--- src/rtl/rv32m_div_ctrl.sv ---
// rv32m_div_ctrl
//   Sequencing front-end for the RV32M divide path. Accepts DIV/DIVU/REM/REMU
//   requests, resolves divide-by-zero and signed overflow in one cycle,
//   otherwise launches the radix-4 divider core, waits for completion and
//   returns the selected quotient/remainder with a one-cycle done pulse.
//
//   Optional feature macro: RV32M_DIV_CACHE_EN
//     When defined, a last-result cache holds the operands, signedness,
//     quotient and remainder of the most recent divider completion; a
//     matching request (DIV or REM form) completes in one cycle without
//     launching the divider.
//
// Ports
//   CLK, RST            clock (rising edge), asynchronous active-high reset
//   req_valid/req_ready request handshake (req_ready = ~busy)
//   req_op              00 DIV, 01 DIVU, 10 REM, 11 REMU
//   req_rs1/req_rs2     dividend / divisor
//   kill                flush; aborts any in-flight op
//   busy                state is START or WAIT
//   done/result         one-cycle completion pulse / registered result
//   div_start           one-cycle launch pulse to the divider
//   div_is_signed       registered signedness (~req_op[0])
//   div_dividend/div_divisor   registered operands to the divider
//   div_quotient/div_remainder sign-corrected divider outputs
//   div_finished        divider completion level
module rv32m_div_ctrl #(
    parameter int unsigned NUM_BITS = 32
) (
    input  logic                CLK,
    input  logic                RST,
    input  logic                req_valid,
    input  logic [1:0]          req_op,
    input  logic [NUM_BITS-1:0] req_rs1,
    input  logic [NUM_BITS-1:0] req_rs2,
    input  logic                kill,
    output logic                req_ready,
    output logic                busy,
    output logic                done,
    output logic [NUM_BITS-1:0] result,
    output logic                div_start,
    output logic                div_is_signed,
    output logic [NUM_BITS-1:0] div_dividend,
    output logic [NUM_BITS-1:0] div_divisor,
    input  logic [NUM_BITS-1:0] div_quotient,
    input  logic [NUM_BITS-1:0] div_remainder,
    input  logic                div_finished
);

    localparam logic [NUM_BITS-1:0] MIN_NEG = {1'b1, {(NUM_BITS-1){1'b0}}};

    typedef enum logic [1:0] {IDLE, START, WAIT, DONE} state_t;

    state_t state;
    logic   op_rem;      // latched req_op[1]: return remainder
    logic   first_wait;  // first WAIT cycle: div_finished may be stale

    logic                accept;
    logic                req_signed;
    logic                req_rem;
    logic                div_zero;
    logic                overflow;
    logic [NUM_BITS-1:0] special_res;
    logic                hit;
    logic [NUM_BITS-1:0] hit_res;
    logic                fast;
    logic [NUM_BITS-1:0] fast_res;
    logic                capture;

    assign busy      = (state == START) || (state == WAIT);
    assign req_ready = ~busy;
    assign accept    = req_valid & req_ready & ~kill;

    assign req_signed = ~req_op[0];
    assign req_rem    = req_op[1];
    assign div_zero   = (req_rs2 == '0);
    assign overflow   = req_signed && (req_rs1 == MIN_NEG) && (req_rs2 == '1);

    // Divide-by-zero takes precedence; otherwise this is the overflow result.
    always_comb begin
        special_res = '0;
        if (div_zero)
            special_res = req_rem ? req_rs1 : '1;
        else
            special_res = req_rem ? '0 : MIN_NEG;
    end

    // Divider completion as seen by the WAIT state.
    assign capture = (state == WAIT) && !kill && !first_wait && div_finished;

`ifdef RV32M_DIV_CACHE_EN
    logic                c_valid;
    logic                c_signed;
    logic [NUM_BITS-1:0] c_rs1;
    logic [NUM_BITS-1:0] c_rs2;
    logic [NUM_BITS-1:0] c_quo;
    logic [NUM_BITS-1:0] c_rem;

    assign hit     = c_valid && (c_signed == req_signed) &&
                     (c_rs1 == req_rs1) && (c_rs2 == req_rs2);
    assign hit_res = req_rem ? c_rem : c_quo;

    always_ff @(posedge CLK or posedge RST) begin
        if (RST) begin
            c_valid  <= 1'b0;
            c_signed <= 1'b0;
            c_rs1    <= '0;
            c_rs2    <= '0;
            c_quo    <= '0;
            c_rem    <= '0;
        end else if (capture) begin
            c_valid  <= 1'b1;
            c_signed <= div_is_signed;
            c_rs1    <= div_dividend;
            c_rs2    <= div_divisor;
            c_quo    <= div_quotient;
            c_rem    <= div_remainder;
        end
    end
`else
    assign hit     = 1'b0;
    assign hit_res = '0;
`endif

    assign fast     = div_zero | overflow | hit;
    assign fast_res = (div_zero | overflow) ? special_res : hit_res;

    always_ff @(posedge CLK or posedge RST) begin
        if (RST) begin
            state         <= IDLE;
            op_rem        <= 1'b0;
            first_wait    <= 1'b0;
            done          <= 1'b0;
            result        <= '0;
            div_start     <= 1'b0;
            div_is_signed <= 1'b0;
            div_dividend  <= '0;
            div_divisor   <= '0;
        end else begin
            div_start <= 1'b0;
            done      <= 1'b0;
            case (state)
                IDLE, DONE: begin
                    if (accept) begin
                        op_rem        <= req_rem;
                        div_is_signed <= req_signed;
                        div_dividend  <= req_rs1;
                        div_divisor   <= req_rs2;
                        if (fast) begin
                            result <= fast_res;
                            done   <= 1'b1;
                            state  <= DONE;
                        end else begin
                            div_start <= 1'b1;
                            state     <= START;
                        end
                    end else begin
                        state <= IDLE;
                    end
                end
                START: begin
                    if (kill) begin
                        state <= IDLE;
                    end else begin
                        first_wait <= 1'b1;
                        state      <= WAIT;
                    end
                end
                WAIT: begin
                    first_wait <= 1'b0;
                    if (kill) begin
                        state <= IDLE;
                    end else if (capture) begin
                        result <= op_rem ? div_remainder : div_quotient;
                        done   <= 1'b1;
                        state  <= DONE;
                    end
                end
                default: state <= IDLE;
            endcase
        end
    end

endmodule

--- config.mk ---
export PLATFORM = sky130hd
export DESIGN_NAME = rv32m_div_ctrl
export DESIGN_NICKNAME = d
export VERILOG_FILES = /design/src/rtl/rv32m_div_ctrl.sv
export SDC_FILE = /design/constraint.sdc
export NUM_CORES = 1
export LEC_CHECK = 0
export ABC_CLOCK_PERIOD_IN_PS = 7500
export BUFFER_PORTS_ARGS = -buffer_cell sky130_fd_sc_hd__buf_4
export CORE_MARGIN = 2
export CORE_UTILIZATION = 51
export DETAILED_ROUTE_END_ITERATION = 10
export PLACE_DENSITY = 0.9
export SETUP_SLACK_MARGIN = 0.1
export SLEW_MARGIN = 20
export SYNTH_ARGS = -nofsm -noshare
export SYNTH_HDL_FRONTEND = slang
export SYNTH_SLANG_ARGS = --single-unit
--- constraint.sdc ---
create_clock -name CLK -period 7.5 [get_ports CLK]
set_input_delay 0.375 -clock CLK [delete_from_list [all_inputs] [get_ports CLK]]
set_output_delay 0.375 -clock CLK [all_outputs]
set_load 0.01 [all_outputs]
# Word-level counts from Yosys, hierarchy flattened
# Cells that the tools add are included.
[classes]
n_eq_ne = 11
n_mux = 25
bitwise_logic = 6
n_reduce_logical = 16
[ops]
columns = ["cell", "n"]
rows = [
  ["$mux W32", 8],
  ["$eq A32 B32 Y1 const B", 2],
  ["$pmux W32 S2", 1],
  ["$logic_not A32 Y1", 1],
  ["$mux W2", 5],
  ["$ne A2 B2 Y1 const B", 5],
  ["$mux W1", 8],
  ["$pmux W2 S3", 1],
  ["$logic_and A1 B1 Y1", 5],
  ["$reduce_and A5 Y1", 1],
  ["$eq A2 B2 Y1 const B", 2],
  ["$pmux W1 S2", 2],
  ["$reduce_and A2 Y1", 2],
  ["$reduce_bool A2 Y1", 2],
  ["$ne A3 B3 Y1 const B", 1],
  ["$not A1 Y1", 3],
  ["$and A1 B1 Y1", 2],
  ["$eq A2 B1 Y1 const B", 1],
  ["$logic_not A1 Y1", 2],
  ["$logic_not A2 Y1", 1],
  ["$reduce_or A2 Y1", 1],
  ["$logic_or A1 B1 Y1", 1],
  ["$or A1 B1 Y1", 1],
]
[word_totals]
reg_bits = 103
inputBits = 135

# Longest topological paths before layout
# Gate-level depths: netlist of run 1.
[logic_depth]
word_depth = 7
ltp_mapped = 9

# Least setup slack after synthesis of run 1
# No wires, ideal clock.
[synth_timing]
path_kind = "input port to flip-flop"
start = "input port req_rs1[0]"
end = "register result[0]"
setup_ns = 0.127
arrival_ns = 2.153
required_ns = 7.373
setup_slack_ns = 5.220
stages = 7
cell_sequence = "or4_1 nor4_1 nand4_1 nor3_2 a31oi_4 buf_6 mux2_1"
[synth_between]
elab_chain_len = 6
elab_cells_between_ends = 11
classes_between = "2 x eq/ne; 5 x mux; 1 x bitwise; 3 x reduce/logical"
[synth_rtl]
columns = ["element", "line", "source"]
rows = [
  ["from (decl)", "33", "input logic [NUM_BITS-1:0] req_rs1,"],
  ["$eq A32 B32 Y1", "76", "assign overflow = req_signed && (req_rs1 == MIN_NEG) && (req_rs2 == '1);"],
  ["$logic_and A1 B1 Y1 (2 in series)", "76", ""],
  ["$or A1 B1 Y1", "124, 125", ""],
  ["$ne A2 B2 Y1 (no source line)", "--", ""],
  ["$reduce_and A5 Y1 (no source line)", "--", ""],
  ["to (signal assigned)", "149", "result <= fast_res;"],
  ["to (signal assigned)", "173", "result <= op_rem ? div_remainder : div_quotient;"],
  ["to (decl)", "39", "output logic [NUM_BITS-1:0] result,"],
]
# Several ways; a longest one is shown, not always the timed one. The select of a mux whose other input is x is not followed.
# A chain may end at the register's enable or synchronous reset.

# Worst setup path in the final report of run 1
[layout_timing]
start = "register state[0]"
end = "register result[28]"
[layout_between]
elab_chain_len = 7
elab_cells_between_ends = 19
classes_between = "7 x eq/ne; 1 x mux; 3 x bitwise; 8 x reduce/logical"
[layout_rtl]
columns = ["element", "line", "source"]
rows = [
  ["from (decl)", "53", "state_t state;"],
  ["from (signal assigned)", "129", "state <= IDLE;"],
  ["from (signal assigned)", "151", "state <= DONE;"],
  ["from (signal assigned)", "154", "state <= START;"],
  ["$eq A2 B1 Y1 / $eq A2 B2 Y1 (equally long branches)", "69, 88, 141", ""],
  ["$logic_or A1 B1 Y1", "69", "assign busy = (state == START) || (state == WAIT);"],
  ["$not A1 Y1", "70", "assign req_ready = ~busy;"],
  ["$and A1 B1 Y1 (2 in series)", "71", "assign accept = req_valid & req_ready & ~kill;"],
  ["$ne A2 B2 Y1 (no source line)", "--", ""],
  ["$reduce_and A5 Y1 (no source line)", "--", ""],
]
# Several ways; a longest one is shown, not always the timed one.

==> results.json, run 1 <==
{
  "core_area_sq_um": 9820,
  "cts_tree": "done",
  "clock.fmax_ghz": 0.348,
  "reg2regPathDepth": 9,
  "fp.dieW_microns": 105,
  "startpoint_type": "flip-flop",
  "fin_ws_ns": 4.63,
  "critPathCaptureType": "flip-flop",
  "skew_ns": 0.00963,
  "nFillCells": 713,
  "yosysSeqAreaShare": 0.497,
  "cts.sinks": 103,
  "vias": 4966,
  "critPathMaxFanout": 70,
  "ctsResizeCount": 0,
  "yosysUniqueCellTypes": 33,
  "cap_violations": 0,
  "wl_microns": 16000,
  "ir_drop_mv": 0.119,
  "grt_pass1_vias": 5116,
  "syn_nets": 702,
  "fp-row-count": 36,
  "clk_pin_slew_ns": 0.09,
  "h-tree-depth": 3,
  "synth.avg_cell_area_sq_um": 9.19,
  "die_area_sq_um": 11000,
  "setup_viol": 0,
  "place_ws_ns": 4.40,
  "combPwrFrac": 0.290,
  "wl_per_cell_microns": 17.4,
  "drc": 0,
  "p_switching_w": 0.000445,
  "crit_chain": "inv_1 -> ha_2 -> buf_4 -> nand2b_1 -> nand2_1 -> o22ai_1 -> a31oi_4 -> buf_16 -> mux2_1",
  "port_buffers": 235,
  "grt_max_degree": 71,
  "via_per_inst": 5.40,
  "hpwl_microns": 11800,
  "synthCells": 565,
  "crit_cells": 9,
  "cp_slowest_cell": "buf_4",
  "status": "finished, final reports clean",
  "required_ns": 7.74,
  "power.density_nw_per_um2": 201,
  "setup_tns_ns": 0,
  "dr.pass1.iters": 5,
  "drtIter0Drc": 372,
  "die_y_microns": 105,
  "numCtsBuffers": 9,
  "syn_to_final_growth_pct": 39.4,
  "mostFrequentLayoutCell": "buf_4",
  "rsz0062_at_grt": "no",
  "syn_area_sq_um": 5190,
  "postCtsHoldBufs": 0,
  "initial_core_util": 0.529,
  "post_cts_buffers": 0,
  "ys_seq_elements": 103,
  "critPathKind": "flip-flop to flip-flop",
  "intPower_w": 0.00101,
  "relSlewSlack": 0.506,
  "ant_nets": 0,
  "drive_gt1_frac": 0.375,
  "critPathArrivalTime_ns": 3.11,
  "gr-usage-all-layers": 0.293,
  "stdcell_count": 919,
  "cp_num_buf_inv": 3,
  "seqPwrFrac": 0.469,
  "finalHoldViolCount": 0,
  "regArea_sq_um": 2580,
  "root_buffer": "clkbuf_8",
  "hold_class": "input port to async pin",
  "cpLargestDelayFamily": "buffers and inverters",
  "grt_pass1_wl_microns": 25500,
  "insertion_delay_ns": 0.36,
  "worst_pin_slew_ns": 0.741,
  "ios": 236,
  "final-max-slew-violation-count": 0,
  "slowest_delay_ns": 0.54,
  "gp_congestion": 0.918,
  "post-route-period-util": 0.383,
  "yosys_warnings": 0,
  "antenna_found_initial": 0,
  "pwr-share-clk": 0.241,
  "overflow": 0,
  "multi_input_area_sq_um": 2440,
  "final_cell_mix": "240 x buf_4, 232 x nand2_1, 103 x dfrtp_1",
  "place_inst": 902,
  "switching_share": 0.306,
  "min_period_ns": 2.87,
  "antenna_cells": 0,
  "fin_nets": 918,
  "cellLeakagePower_nw": 3.79,
  "clk_path_buf_depth": 2
}
## cells by family after synthesis
| kind of cell | after synthesis | synth area share |
|---|---|---|
| flops | 103 | 0.497 |
| fa+ha+maj | 2 | 0.00482 |
| compound gates | 44 | 0.0617 |
| simple gates | 309 | 0.262 |
| mux | 64 | 0.139 |
| buf+inv | 43 | 0.0354 |
## cell usage after synthesis
master	number	area, sq um
nand4b_1	2	17.5
o21ai_0	5	25.0
or2_1	1	6.26
buf_1	5	18.8
mux2_4	1	15.0
nor2_1	5	18.8
ha_1	2	25.0
nand2_1	232	871
a21oi_1	4	20.0
nand4_1	8	50.1
o31ai_1	32	240
or4_1	2	15.0
nor4_2	2	25.0
dfrtp_1	103	2580
buf_6	3	33.8
nand2b_1	1	6.26
a31oi_4	1	21.3
o22ai_1	1	6.26
a21o_1	1	7.51
nor4b_1	1	8.76
and3_2	1	7.51
mux2_2	31	349
nor2b_1	31	194
nand3_1	6	30.0
nor3_2	1	10.0
mux2_1	30	338
nor3_1	1	5.00
nor4_1	14	87.6
and2b_2	1	8.76
clkinv_1	1	3.75
clkbuf_1	28	105
inv_1	6	22.5
mux2i_1	2	20.0
## worst register-to-register path, cell delays in order, from the launching register on
cell      delay (ns)
dfrtp_1         0.41
inv_1           0.08
ha_2            0.16
buf_4           0.54
nand2b_1        0.25
nand2_1         0.12
o22ai_1         0.12
a31oi_4         0.49
buf_16          0.24
mux2_1          0.35
## power groups by stage
stage	registers [W]	clock network (W)	logic, W
floorplan	0.000720	0	0.000158
global placement	0.000687	0	0.000411
detailed placement	0.000690	0	0.000426
CTS	0.000681	0.000358	0.000426
global route	0.000689	0.000380	0.000461
finish	0.000682	0.000351	0.000423
## cell type report
cell class	instances	share of cell area
flip-flops and latches	103	0.356
multi-input cells	419	0.337
repair buffers	241	0.253
well taps	133	0.0230
clock buffers	13	0.0206
clock inverters	3	0.00588
inverters	7	0.00398
## state kept, by name, summed over array words and instances (netlist names)
register	flops
div_dividend	32
div_divisor	32
result	32
state	2
div_is_signed	1
div_start	1
done	1
first_wait	1
op_rem	1
## path summary, 6_finish.rpt
path                                   from          endpoint  slack [ns]
max                                state[0]        result[28]        4.63
min                                     RST    div_divisor[8]         0.1
max reg2reg                        state[0]        result[28]        4.63
min reg2reg                div_dividend[10]  div_dividend[10]        0.49
max in group asynchronous               RST        result[28]        6.29
min in group CLK                       kill          state[0]        0.21
## stage by stage
stage | power, W | hold slack [ns] | utilization | instance area [sq um]
5_1_grt | 0.00153 | 0.136 | 0.737 | 7230
3_5_place_dp | 0.00112 | 0.464 | 0.714 | 7010
4_1_cts | 0.00147 | 0.121 | 0.734 | 7210
3_3_place_gp | 0.00110 | 0.459 | 0.714 | 7010
2_1_floorplan | 0.000877 | 0.447 | - | 5190
6_report | 0.00146 | 0.0979 | 0.737 | 7230
## layer usage
layer  wire, microns  GRT usage
met1            6210      0.355
met2            8150      0.506
met3            1380     0.0736
met4             299      0.103
met5               0          0
Note: power is estimated with default switching activity, not from simulation.
==> inputs of run 2 (changes only) <==
--- a/config.mk
+++ b/config.mk
@@ -5,12 +5,12 @@
 export SDC_FILE = /design/constraint.sdc
 export NUM_CORES = 1
 export LEC_CHECK = 0
-export ABC_CLOCK_PERIOD_IN_PS = 7500
+export ABC_CLOCK_PERIOD_IN_PS = 2900
 export BUFFER_PORTS_ARGS = -buffer_cell sky130_fd_sc_hd__buf_4
 export CORE_MARGIN = 2
-export CORE_UTILIZATION = 51
+export CORE_UTILIZATION = 47
 export DETAILED_ROUTE_END_ITERATION = 10
-export PLACE_DENSITY = 0.9
+export PLACE_DENSITY = 0.84
 export SETUP_SLACK_MARGIN = 0.1
 export SLEW_MARGIN = 20
 export SYNTH_ARGS = -nofsm -noshare
==> constraint.sdc (replaced) <==
create_clock -name CLK -period 2.9 [get_ports CLK]
set_input_delay 0.145 -clock CLK [delete_from_list [all_inputs] [get_ports CLK]]
set_output_delay 0.145 -clock CLK [all_outputs]
set_load 0.01 [all_outputs]
==> run 2 against run 1 <==
  * Clock-buffer cell count down 2
  * Wire length up 11%
  * Utilization down 1.0 points
  * Critical path depth unchanged
  * Clock skew up 0.0026 ns
  * Clock power rose to 2.6 times the previous value
  * Critical path type is now input port to flip-flop
  * Critical endpoint is now result[15]
==> results.json, run 2 (same netlist as run 1, synthesis figures left out) <==
{
  "status": "finished, final reports clean",
  "clock.fmax_ghz": 0.367,
  "crit_chain": "dlygate4sd3_1 -> buf_4 -> or4_1 -> nor4_2 -> nand4_1 -> nor3_2 -> a31oi_4 -> buf_4 -> mux2_1",
  "port_buffers": 235,
  "fin_ws_ns": 0.174,
  "final_cell_mix": "242 x buf_4, 232 x nand2_1, 103 x dfrtp_1",
  "cpLargestDelayFamily": "simple AND/OR/NAND/NOR gates",
  "nFillCells": 766,
  "fp-row-count": 38,
  "fin_nets": 978,
  "grt_pass1_vias": 5158,
  "mostFrequentLayoutCell": "buf_4",
  "antenna_found_initial": 0,
  "critPathArrivalTime_ns": 2.97,
  "grt_max_degree": 87,
  "slowest_delay_ns": 0.56,
  "setup_tns_ns": 0,
  "setup_viol": 0,
  "critPathMaxFanout": 16,
  "clk_path_buf_depth": 2,
  "cts_tree": "done",
  "relSlewSlack": 0.517,
  "critPathCaptureType": "flip-flop",
  "cts.sinks": 103,
  "drtIter0Drc": 394,
  "ios": 236,
  "rsz0062_at_grt": "no",
  "syn_to_final_growth_pct": 51.1,
  "fp.dieW_microns": 109,
  "final-max-slew-violation-count": 0,
  "via_per_inst": 5.30,
  "hold_class": "input port to flip-flop",
  "wl_per_cell_microns": 18.0,
  "root_buffer": "clkbuf_8",
  "dr.pass1.iters": 5,
  "core_area_sq_um": 10800,
  "ir_drop_mv": 0.324,
  "ant_nets": 0,
  "wl_microns": 17700,
  "gp_congestion": 0.892,
  "skew_ns": 0.0123,
  "hpwl_microns": 12000,
  "gr-usage-all-layers": 0.293,
  "power.density_nw_per_um2": 494,
  "post-route-period-util": 0.940,
  "die_y_microns": 109,
  "clk_pin_slew_ns": 0.10,
  "crit_top_cell": "buf_4",
  "initial_core_util": 0.481,
  "drc": 0,
  "antenna_cells": 0,
  "cap_violations": 0,
  "insertion_delay_ns": 0.37,
  "drive_gt1_frac": 0.355,
  "reg.largest.list": "div_dividend: 32 flops, div_divisor: 32 flops, result: 32 flops",
  "grt_pass1_wl_microns": 26400,
  "cp_num_buf_inv": 3,
  "critPathKind": "input port to flip-flop",
  "worst_pin_slew_ns": 0.724,
  "die_area_sq_um": 11900,
  "h-tree-depth": 3,
  "cellLeakagePower_nw": 4.03,
  "required_ns": 3.15,
  "overflow": 0,
  "cp_slowest_cell": "dlygate4sd3_1",
  "numCtsBuffers": 9,
  "vias": 5226,
  "finalHoldViolCount": 0,
  "min_period_ns": 2.73,
  "post_cts_buffers": 0,
  "place_ws_ns": 0.335,
  "startpoint_type": "input port"
}
[run 2: cell count changes in the layout (fill, tap and decap cells not counted)]
cell / before / now
nor4_1: 14 / 13
inv_4: 1 / 0
and3_4: 1 / 0
nor4_2: 2 / 3
buf_4: 240 / 242
clkbuf_1: 3 / 1
and3_2: 0 / 1
dlygate4sd3_1: 0 / 58
buf_12: 0 / 1
clkinvlp_4: 1 / 4
buf_16: 1 / 0
[run 2: cell type report]
type	instances	area (sq um)	share of cell area
tap	140	175	0.0223
sequential	103	2580	0.329
clock inverter	5	57.6	0.00734
timing repair buffer	301	2420	0.308
inverter	7	30.0	0.00383
clock buffer	11	141	0.0180
multi-input combinational	419	2440	0.311
[run 2: layer usage]
| layer | GRT usage | vias up | part of all wire |
|---|---|---|---|
| met5 | 0 | - | 0 |
| met2 | 0.506 | 291 | 0.49 |
| met3 | 0.0628 | 48 | 0.089 |
| met1 | 0.347 | 2453 | 0.39 |
| met4 | 0.137 | 0 | 0.033 |
| li1 | - | 2434 | - |
[run 2: timing repair]
item                                    4_1_cts  5_1_grt
hold buffers                                 57        1
endpoints found under the setup margin        0       17
resized for setup                             0        1
hold endpoints to repair                     73        1
[run 2: worst register-to-register path: cells and delay by family (launching register included)]
family,cells,cell delay (ns)
AO/OA/AOI/OAI,1,0.20
adder cells (fa/ha/maj),1,0.42
buffers and inverters,1,0.60
flip-flops,1,0.42
AND/OR/NAND/NOR,2,0.43
[run 2: through the flow]
step / power, W / hold slack, ns / area, sq um / std cells / util
after floorplan: 0.00227 / 0.217 / 5190 / 565 / -
after global placement: 0.00285 / 0.164 / 7060 / 912 / 0.654
after detailed placement: 0.00289 / 0.171 / 7060 / 912 / 0.654
after CTS: 0.00387 / 0.000268 / 7830 / 985 / 0.725
after global routing: 0.00406 / 0.0119 / 7840 / 986 / 0.727
final: 0.00388 / 0.0190 / 7840 / 986 / 0.727
[run 2: final timing paths]
path	startpoint	to	slack [ns]	cells past startpoint
max	req_rs1[0]	result[15]	0.17	9
min	req_rs1[4]	div_dividend[4]	0.02	3
max reg2reg	state[1]	state[1]	0.75	5
min reg2reg	div_dividend[24]	div_dividend[24]	0.48	2
max in group asynchronous	RST	op_rem	1.78	4
min in group asynchronous	RST	div_divisor[25]	0.32	3
[run 2: report_power, final]
group	internal [W]	leakage [nW]	switching, W
clock	0.000422	0.0916	0.000502
combinational	0.000606	2.61	0.000581
sequential	0.00164	1.32	0.000127
==> inputs of run 3 (changes only) <==
--- a/config.mk
+++ b/config.mk
@@ -8,9 +8,9 @@
 export ABC_CLOCK_PERIOD_IN_PS = 2900
 export BUFFER_PORTS_ARGS = -buffer_cell sky130_fd_sc_hd__buf_4
 export CORE_MARGIN = 2
-export CORE_UTILIZATION = 47
+export CORE_UTILIZATION = 27
 export DETAILED_ROUTE_END_ITERATION = 10
-export PLACE_DENSITY = 0.84
+export PLACE_DENSITY = 0.55
 export SETUP_SLACK_MARGIN = 0.1
 export SLEW_MARGIN = 20
 export SYNTH_ARGS = -nofsm -noshare
==> run 3 against run 2 <==
  * Cell area rose by 1.2%
  * Wire length fell by 2.1%
  * First-iteration DRC count fell by 42%
  * Worst hold slack got worse by 0.0080 ns
  * Via count fell by 6.4%
  * Sequential power barely moved
  * Largest cell class unchanged
==> results.json, run 3 (same netlist as run 1, synthesis figures left out) <==
{
  "routed.top_layer": "met4",
  "critPathArrivalTime_ns": 2.85,
  "port_buffers": 235,
  "relSlewSlack": 0.563,
  "initial_core_util": 0.277,
  "totalPowerFinal_w": 0.00427,
  "antenna_cells": 0,
  "drive_gt1_frac": 0.366,
  "worst_pin_slew_ns": 0.656,
  "fp.dieW_microns": 143,
  "die_y_microns": 143,
  "clk_path_buf_depth": 2,
  "met2WireLength_microns": 8260,
  "insertion_delay_ns": 0.35,
  "gr-usage-all-layers": 0.168,
  "fp-row-count": 50,
  "hold_class": "input port to flip-flop",
  "cellLeakagePower_nw": 4.04,
  "overflow": 0,
  "vias": 4894,
  "cp_slowest_cell": "dlygate4sd3_1",
  "syn_to_final_growth_pct": 52.9,
  "cap_violations": 0,
  "regToRegSetupSlack_ns": 0.66,
  "setup_tns_ns": 0,
  "crit_cells": 10,
  "crit_chain": "dlygate4sd3_1 -> buf_4 -> or4_1 -> nor4_2 -> buf_4 -> nand4_1 -> nor3_2 -> a31oi_4 -> buf_4 -> mux2_1",
  "wl_microns": 17400,
  "final_area_sq_um": 7930,
  "antenna_found_initial": 0,
  "hpwl_microns": 12700,
  "required_ns": 3.13,
  "fin_nets": 962,
  "drc": 0,
  "gp_congestion": 0.799,
  "startpoint_type": "input port",
  "min_period_ns": 2.62,
  "skew_ns": 0.0114,
  "mostFrequentLayoutCell": "buf_4",
  "grt_max_degree": 61,
  "wl_per_cell_microns": 16.3,
  "stdcell_count": 1064,
  "critPathMaxFanout": 11,
  "power.density_nw_per_um2": 538,
  "critPathCaptureType": "flip-flop",
  "critPathKind": "input port to flip-flop",
  "status": "finished, final reports clean",
  "cpLargestDelayFamily": "simple AND/OR/NAND/NOR gates",
  "wl_met1_microns": 7870,
  "clk_pin_slew_ns": 0.08,
  "utilization": 0.423,
  "finalHoldViolCount": 0,
  "post-route-period-util": 0.903,
  "core_area_sq_um": 18800,
  "grt_pass1_wl_microns": 26400,
  "final-max-slew-violation-count": 0,
  "root_buffer": "clkbuf_16",
  "ios": 236,
  "cts_tree": "done",
  "slowest_delay_ns": 0.54,
  "die_area_sq_um": 20300,
  "r2r_start": "state[0]",
  "place_inst": 1009,
  "ir_drop_mv": 0.274,
  "reg.largest.list": "div_dividend: 32 flops, div_divisor: 32 flops, result: 32 flops",
  "r2r-end": "result[10]",
  "via_per_inst": 4.60,
  "place_area_sq_um": 7210,
  "dr.pass1.iters": 6,
  "final_cell_mix": "244 x buf_4, 232 x nand2_1, 103 x dfrtp_1",
  "reg2regPathDepth": 8,
  "startpoint": "req_rs1[8]",
  "cts.sinks": 103,
  "grt_pass1_vias": 4755,
  "clock.fmax_ghz": 0.382,
  "h-tree-depth": 3,
  "numCtsBuffers": 9,
  "crit_top_cell": "buf_4",
  "cp_num_buf_inv": 4,
  "ant_nets": 0,
  "rsz0062_at_grt": "no",
  "setup_viol": 0,
  "setup.worst_path.end": "result[10]",
  "post_cts_buffers": 0,
  "wl_met3_microns": 1130,
  "drtIter0Drc": 227
}
## run 3: cell count changes in the layout (fill, tap and decap cells not counted), sizes merged
cell / previous run / this run
clkinvlp: 4 / 1
buf: 243 / 246
bufinv: 1 / 2
inv: 5 / 7
clkinv: 2 / 4
clkbuf: 11 / 9
dlygate4sd3: 58 / 39
## run 3: layer usage
layer,track usage,vias up
met5,0,-
met4,0.0459,0
met3,0.0372,8
met2,0.270,161
met1,0.228,2321
li1,-,2404
## run 3: tightest hold or removal path, stage by stage
cell,delay (ns)
buf_4,0.09
nand2_1,0.04
nand2_1,0.05
## run 3: how the worst min path moves through the flow
stage	startpoint	endpoint	slack [ns]	cells after the start
after global placement	RST	div_divisor[13]	0.28	2
after CTS	req_rs1[19]	div_dividend[19]	0.00006	3
final	req_rs1[19]	div_dividend[19]	0.01	3
after detailed placement	RST	div_divisor[22]	0.28	2
after floorplan	kill	state[0]	0.22	1
after global routing	req_rs1[19]	div_dividend[19]	0.002	3
## run 3: layout make-up
class / instances / area [sq um]
flip-flops and latches: 103 / 2580
clock inverters: 7 / 104
clock buffers: 9 / 225
fillers: 1893 / 10800
repair buffers: 285 / 2260
inverters: 7 / 30.0
well taps: 234 / 293
multi-input cells: 419 / 2440
## run 3: power by group
group,internal (W),switching [W]
logic,0.000592,0.000560
registers,0.00164,0.000113
clock network,0.000769,0.000599
total,0.00300,0.00127
## run 3: per-stage QoR
stage | hold WS, ns | setup slack (ns)
6_report | 0.0109 | 0.280
3_3_place_gp | 0.284 | 0.217
2_1_floorplan | 0.217 | 0.850
5_1_grt | 0.00228 | 0.145
4_1_cts | 0.0000594 | 0.198
3_5_place_dp | 0.280 | 0.250
## run 3: timing repair
item / in CTS / in global routing
endpoints found under the setup margin: 0 / 1
hold endpoints to repair: 65 / 0
hold buffers: 39 / 0
gates resized for setup: 0 / 1
